## config.mk

```make
export PLATFORM = sky130hd
export DESIGN_NAME = lp_cic_sequencer
export DESIGN_NICKNAME = d
export VERILOG_FILES = /design/src/rtl/lp_cic_sequencer_pkg.sv /design/src/rtl/lp_seq_counter.sv /design/src/rtl/lp_cic_sequencer.sv
export SDC_FILE = /design/constraint.sdc
export NUM_CORES = 1
export LEC_CHECK = 0
export CAP_MARGIN = 10
export CORE_ASPECT_RATIO = 0.6
export CORE_MARGIN = 8
export CORE_UTILIZATION = 25
export CTS_CLUSTER_SIZE = 24
export DETAILED_ROUTE_END_ITERATION = 7
export MAX_ROUTING_LAYER = met4
export REMOVE_ABC_BUFFERS = 1
export SLEW_MARGIN = 25
export SYNTH_ARGS = -nofsm -noshare
export SYNTH_HDL_FRONTEND = slang
export SYNTH_HIERARCHICAL = 1
export SYNTH_SLANG_ARGS = --single-unit
```

## constraint.sdc

```tcl
create_clock -name clk -period 4 [get_ports clk]
set_clock_uncertainty 0.05 [all_clocks]
set_input_delay 0.8 -clock clk [delete_from_list [all_inputs] [get_ports clk]]
set_output_delay 0.8 -clock clk [all_outputs]
set_load 0.05 [all_outputs]
```

## src/rtl/lp_cic_sequencer_pkg.sv

```systemverilog
// lp_cic_sequencer_pkg: shared lock-in types and constants for the CIC window sequencer
//   lp_seq_state_t : sequencer FSM states (FLUSH, FILL, RUN)
//   DROP_CNT_W     : width of the saturating dropped-sample counter
package lp_cic_sequencer_pkg;
   typedef enum logic [1:0] {FLUSH, FILL, RUN} lp_seq_state_t;
   localparam int DROP_CNT_W = 16;
endpackage

```

## src/rtl/lp_seq_counter.sv

```systemverilog
// lp_seq_counter: up/down counter with load priority and optional saturation at both ends
//   clk, reset   : clock, synchronous active-high reset (loads RST_VAL)
//   load_i       : load load_val_i, overriding inc_i/dec_i
//   inc_i, dec_i : count up/down; both together hold the value
//   cnt_o        : current count
module lp_seq_counter
   import lp_cic_sequencer_pkg::*;
#(
   parameter int W = DROP_CNT_W,
   parameter bit SAT = 1'b0,
   parameter logic [W-1:0] RST_VAL = '0
) (
   input  logic         clk,
   input  logic         reset,
   input  logic         load_i,
   input  logic [W-1:0] load_val_i,
   input  logic         inc_i,
   input  logic         dec_i,
   output logic [W-1:0] cnt_o
);
   logic [W-1:0] cnt_q, cnt_d;
   logic up, dn;
   always_comb begin
      up = inc_i && !dec_i && !(SAT && &cnt_q);
      dn = dec_i && !inc_i && !(SAT && cnt_q == '0);
      cnt_d = load_i ? load_val_i : up ? cnt_q + 1'b1 : dn ? cnt_q - 1'b1 : cnt_q;
   end
   always_ff @(posedge clk) begin
      if (reset) cnt_q <= RST_VAL;
      else cnt_q <= cnt_d;
   end
   assign cnt_o = cnt_q;
endmodule

```

## src/rtl/lp_cic_sequencer.sv

```systemverilog
// lp_cic_sequencer: sequences the lp_cic_filter circular window and forwards settled, decimated results
//   clk, reset, restart            : clock, sync active-high reset, window flush request
//   phase_in, quadrature_in, valid_in : mixer samples
//   flt_phase, flt_quad, flt_addr, flt_valid : filter write port (zero data while flushing)
//   flt_phase_out, flt_quad_out, flt_valid_out : filter results
//   phase_out, quadrature_out, valid_out : settled, decimated results
//   settled, drop_count            : forwarding status, saturating dropped-sample count
module lp_cic_sequencer
   import lp_cic_sequencer_pkg::*;
#(
   parameter int BUFFER_DEPTH = 512,
   parameter int DATA_WIDTH = 42,
   parameter int DECIM = 1
) (
   input  logic                           clk,
   input  logic                           reset,
   input  logic                           restart,
   input  logic signed [DATA_WIDTH-1:0]   phase_in,
   input  logic signed [DATA_WIDTH-1:0]   quadrature_in,
   input  logic                           valid_in,
   output logic signed [DATA_WIDTH-1:0]   flt_phase,
   output logic signed [DATA_WIDTH-1:0]   flt_quad,
   output logic [$clog2(BUFFER_DEPTH)-1:0] flt_addr,
   output logic                           flt_valid,
   input  logic signed [DATA_WIDTH-1:0]   flt_phase_out,
   input  logic signed [DATA_WIDTH-1:0]   flt_quad_out,
   input  logic                           flt_valid_out,
   output logic signed [DATA_WIDTH-1:0]   phase_out,
   output logic signed [DATA_WIDTH-1:0]   quadrature_out,
   output logic                           valid_out,
   output logic                           settled,
   output logic [DROP_CNT_W-1:0]          drop_count
);
   localparam int AW = $clog2(BUFFER_DEPTH);
   localparam int DW = DECIM > 1 ? $clog2(DECIM) : 1;
   localparam logic [AW+2:0] SETTLE = (AW+3)'(2 * BUFFER_DEPTH);
   lp_seq_state_t state_q, state_d;
   logic [AW-1:0] cnt_q, cnt_d, ptr_q, ptr_d, addr_q, addr_d;
   logic fv_q, fv_d, vo_q, vo_d;
   logic signed [DATA_WIDTH-1:0] fp_q, fp_d, fq_q, fq_d, po_q, po_d, qo_q, qo_d;
   logic [DW-1:0] dec_q, dec_d;
   logic [AW:0] outst, out_nxt;
   logic [AW+2:0] disc;
   logic flush_wr, smp_wr, issue, drop, last, keep, fwd;
   always_comb begin
      flush_wr = !restart && state_q == FLUSH;
      smp_wr = !restart && valid_in && state_q != FLUSH;
      issue = flush_wr || smp_wr;
      drop = valid_in && (restart || state_q == FLUSH);
      last = cnt_q == AW'(BUFFER_DEPTH - 1);
      // a result arriving with restart belongs to the abandoned window
      keep = settled && flt_valid_out && !restart;
      fwd = keep && dec_q == '0;
      // outstanding count after this edge; the discard reload must include the write on the wire now
      out_nxt = outst + (AW+1)'(fv_q) - (AW+1)'(flt_valid_out);
      state_d = restart ? FLUSH : (issue && last && state_q != RUN) ? (state_q == FLUSH ? FILL : RUN) : state_q;
      cnt_d = (restart || (issue && last)) ? '0 : (issue && state_q != RUN) ? cnt_q + 1'b1 : cnt_q;
      ptr_d = issue ? ptr_q + 1'b1 : ptr_q;
      addr_d = issue ? ptr_q : addr_q;
      fv_d = issue;
      fp_d = smp_wr ? phase_in : flush_wr ? '0 : fp_q;
      fq_d = smp_wr ? quadrature_in : flush_wr ? '0 : fq_q;
      dec_d = restart ? '0 : keep ? (dec_q == DW'(DECIM - 1) ? '0 : dec_q + 1'b1) : dec_q;
      vo_d = fwd;
      po_d = fwd ? flt_phase_out : po_q;
      qo_d = fwd ? flt_quad_out : qo_q;
   end
   always_ff @(posedge clk) begin
      if (reset) begin
         state_q <= FLUSH;
         cnt_q <= '0;
         ptr_q <= '0;
         addr_q <= '0;
         fv_q <= 1'b0;
         fp_q <= '0;
         fq_q <= '0;
         dec_q <= '0;
         vo_q <= 1'b0;
         po_q <= '0;
         qo_q <= '0;
      end else begin
         state_q <= state_d;
         cnt_q <= cnt_d;
         ptr_q <= ptr_d;
         addr_q <= addr_d;
         fv_q <= fv_d;
         fp_q <= fp_d;
         fq_q <= fq_d;
         dec_q <= dec_d;
         vo_q <= vo_d;
         po_q <= po_d;
         qo_q <= qo_d;
      end
   end
   lp_seq_counter #(.W(AW + 1), .SAT(1'b0), .RST_VAL('0)) u_outst (
      .clk(clk), .reset(reset), .load_i(1'b0), .load_val_i('0),
      .inc_i(fv_q), .dec_i(flt_valid_out), .cnt_o(outst)
   );
   // saturating at zero makes it decrement only while results remain to be discarded
   lp_seq_counter #(.W(AW + 3), .SAT(1'b1), .RST_VAL(SETTLE)) u_disc (
      .clk(clk), .reset(reset), .load_i(restart), .load_val_i((AW+3)'(out_nxt) + SETTLE),
      .inc_i(1'b0), .dec_i(flt_valid_out), .cnt_o(disc)
   );
   lp_seq_counter #(.W(DROP_CNT_W), .SAT(1'b1), .RST_VAL('0)) u_drop (
      .clk(clk), .reset(reset), .load_i(1'b0), .load_val_i('0),
      .inc_i(drop), .dec_i(1'b0), .cnt_o(drop_count)
   );
   assign settled = state_q == RUN && disc == '0;
   assign flt_phase = fp_q;
   assign flt_quad = fq_q;
   assign flt_addr = addr_q;
   assign flt_valid = fv_q;
   assign phase_out = po_q;
   assign quadrature_out = qo_q;
   assign valid_out = vo_q;
endmodule

```

==> impl_metrics.csv <==
group,metric,value,unit
setup_path,crit_fanout,9,
job,maxCapViolations,0,
route,initialDrtViolationCount,510,
finish,fillers,4804,
setup_path,crit_required,4.45,ns
global_route,grt_start_max_net_pins,96,
die,design.core.area,0.0476,mm^2
route,finalWirelength,40.1,mm
sta,setup_tns,0,ns
global_route,grt_pass1_wl,62.7,mm
cts,clock_sinks,237,
finish,area_delta_synth_final,43.8,%
synth,async_flop_share,0,
placement,portBuffers,368,
global_route,grt_use_total,0.140,
cts,postCtsHoldBufs,0,
synth,synth_edf_count,0,
synth,synth_cell_types,88,
global_route,grt_antenna_before_repair,1,
synth,yosysTopAreaCell,"dfxtp_1",
synth,synth_area_leaders,"dfxtp_1 (40%), a22oi_2 (6.3%), ha_1 (5.0%)",
placement,dp_cells,2304,
setup_path,r2r_end,"u_drop/cnt_o[14]",
pwr,p_leak,5.89,nW
cts,clockRootBuffer,"clkbuf_16",
setup_path,critical_path_class,"flop to flop",
cts,clk_path_buf_depth,3,
synth,yosysSeqAreaShare,0.397,
route,vias_per_cell,4.78,
route,ant_nets,0,
cts,cts_tree,"built",
route,wire_per_inst,17.1,um
setup_path,cp.arrival,3.97,ns
cts,clkTransAtPathRegs,0.06,ns
global_route,grt_pass1_vias,11200,
die,fp.dieArea,0.0553,mm^2
worst_hold_path,worstHoldPathCells,2,
die,die_h,185,um
finish,final_cells,2352,
route,drc,0,
finish,nets,1917,
die,io_pins,369,
setup_path,reg2reg_from,"state_q[0]",
cts,cts_buffers,26,
placement,gp_congestion,0.898,
synth,synth_ff_type,"dfxtp_1",
synth,synth-seq-cells,237,
synth,avgSynthCellArea,8.98,um^2
pwr,vdd_ir_drop_max,250,uV
synth,syn_inst,1331,
cts,post_cts_resized,0,
synth,yosys_warnings,6,
sta,layout_min_cycle_time,3.52,ns
sta,hold_violations,0,
setup_path,r2r_slack,0.48,ns
sta,worst_slew_pin_slew,1.21,ns
synth,synth_top_area_share,0.397,
cts,post-cts-setup-buffer-count,0,
route,vias,11200,
route,dr.pass1.iters,5,
placement,hpwl,28.3,mm
sta,slew_headroom,0.190,
worst_hold_path,hold_path_class,"flop to flop",
finish,multi_input_area,0.00661,mm^2
finish,seq_area,0.00474,mm^2
sta,rsz0062_at_grt,"false",
run_status,status,"finished, final reports clean",
synth,syn_area,0.0120,mm^2
finish,post-route-util,0.362,
setup_path,rr_worst_depth,13,
setup_path,crit_path_start_kind,"flop",
setup_path,end_kind,"flop",
pwr,power_density,385,mW/mm^2
setup_path,crit_start,"state_q[0]",
die,die_width,298,um
setup_path,crit_path_end,"u_drop/cnt_o[14]",
cts,h-tree-depth,1,
sta,slew_violations,0,
cts,worstSkewPairLatency,0.56,ns
finish,drive_gt1_frac,0.126,
die,start_util,0.251,
pwr,finalPower,6.62,mW
sta,finalCritPeriodShare,0.880,
sta,max_freq,0.284,GHz
die,row_count,62,
sta,setup_viol,0,
global_route,grt.overflow.total,0,
## critical path, cell delays in order (launching register included)
cell      delay, ns
dfxtp_1        0.39
or2_1          0.41
a21boi_0       0.26
nor2b_1        0.16
o41a_1         0.17
inv_1          0.18
buf_4          0.21
ha_1           0.20
a21o_1         0.22
a31oi_1        0.34
o32ai_1        0.16
a311oi_1       0.33
mux2i_1        0.22
o311a_1        0.16
## worst min-delay path by stage
stage / to / from / slack (ns)
floorplan: flt_addr[8] / ptr_q[8] / 0.38
global placement: flt_addr[0] / flt_addr[0] / 0.40
detailed placement: flt_addr[6] / flt_addr[6] / 0.40
CTS: flt_addr[0] / flt_addr[0] / 0.41
global route: flt_addr[1] / flt_addr[1] / 0.44
finish: flt_addr[0] / flt_addr[0] / 0.41
## stage by stage
step	instance area [um^2]	worst slack (ns)	hold slack [ns]
2_1_floorplan	11500	-0.648	0.384
3_3_place_gp	16200	0.139	0.399
3_5_place_dp	16200	0.0408	0.399
4_1_cts	17200	0.517	0.408
5_1_grt	17200	0.194	0.439
6_report	17200	0.480	0.407
## per-layer routing
layer	vias to the layer above	global-route usage	routed length, um
met3	65	0.0376	2850
met5	-	-	0
met4	0	0.0324	1030
li1	5517	-	-
met1	5301	0.183	18400
met2	364	0.216	17800
## kinds of logic (layout without fill, tap and decap cells)
| family | Yosys count | in the layout | synth area share |
|---|---|---|---|
| flops | 237 | 237 | 0.397 |
| simple gates | 403 | 403 | 0.169 |
| compound gates | 446 | 446 | 0.271 |
| xor+xnor | 45 | 45 | 0.0330 |
| buf+inv | 136 | 483 | 0.0633 |
| mux | 10 | 10 | 0.00879 |
| fa+ha+maj | 52 | 52 | 0.0569 |
| other cells | 2 | 36 | 0.000628 |
## Yosys cell counts, drive strengths merged, types with 8 or more instances
cell type	instances
a211oi	8
a31oi	14
a21oi	140
o211ai	12
o21ai	121
nand3	101
buf	39
dfxtp	237
nor2	138
and3	10
mux2i	9
inv	39
nand2	70
xnor2	30
nor2b	10
nor3	19
nand4	11
nor4	15
ha	48
a21o	12
clkbuf	55
a22oi	85
xor2	15
## sequential cells by signal (all words and copies together), names as in the netlist
signal and flops:
valid_out 1, flt_quad 42, flt_addr 9, u_outst/cnt_o 10
phase_out 42, flt_phase 42, u_drop/cnt_o 16, cnt_q 9
quadrature_out 42, u_disc/cnt_o 12, state_q 2, ptr_q 9
flt_valid 1
## cell type report
type                       instances  share of cell area
clock buffer                      38              0.0445
tap                              640              0.0466
sequential                       237               0.276
antenna                            1            0.000145
multi-input combinational        991               0.384
inverter                          40             0.00902
clock inverter                     9              0.0108
timing repair buffer             396               0.229
## cells in the final DEF, fill, tap and decap left out, types with 5 or more instances in the layout
| cell type | instances |
|---|---|
| clkbuf_1 | 5 |
| nor4_1 | 12 |
| nand3_1 | 80 |
| bufinv_16 | 5 |
| mux2i_1 | 9 |
| o21ai_0 | 84 |
| and3_1 | 8 |
| or3_1 | 7 |
| a2111oi_2 | 5 |
| o21ai_1 | 34 |
| xnor2_1 | 30 |
| nor2_1 | 136 |
| nand3_2 | 21 |
| buf_4 | 25 |
| a22oi_1 | 25 |
| clkdlybuf4s50_1 | 365 |
| a21oi_2 | 24 |
| clkbuf_8 | 8 |
| a22oi_2 | 60 |
| nor2b_1 | 9 |
| o211ai_1 | 12 |
| inv_1 | 38 |
| a211oi_1 | 7 |
| clkbuf_16 | 26 |
| a21oi_1 | 116 |
| ha_1 | 48 |
| conb_1 | 35 |
| a21o_1 | 12 |
| nor3_1 | 18 |
| a31oi_1 | 13 |
| xor2_1 | 15 |
| nand2_1 | 67 |
| nand4_1 | 10 |
| dfxtp_1 | 237 |
## power by group
group          internal, mW  total [mW]  switching, mW
sequential             2.42        2.52         0.0999
clock                  1.65        2.70           1.06
combinational         0.628        1.39          0.762
total                  4.70        6.62           1.92
(Power assumes the default switching activity.)
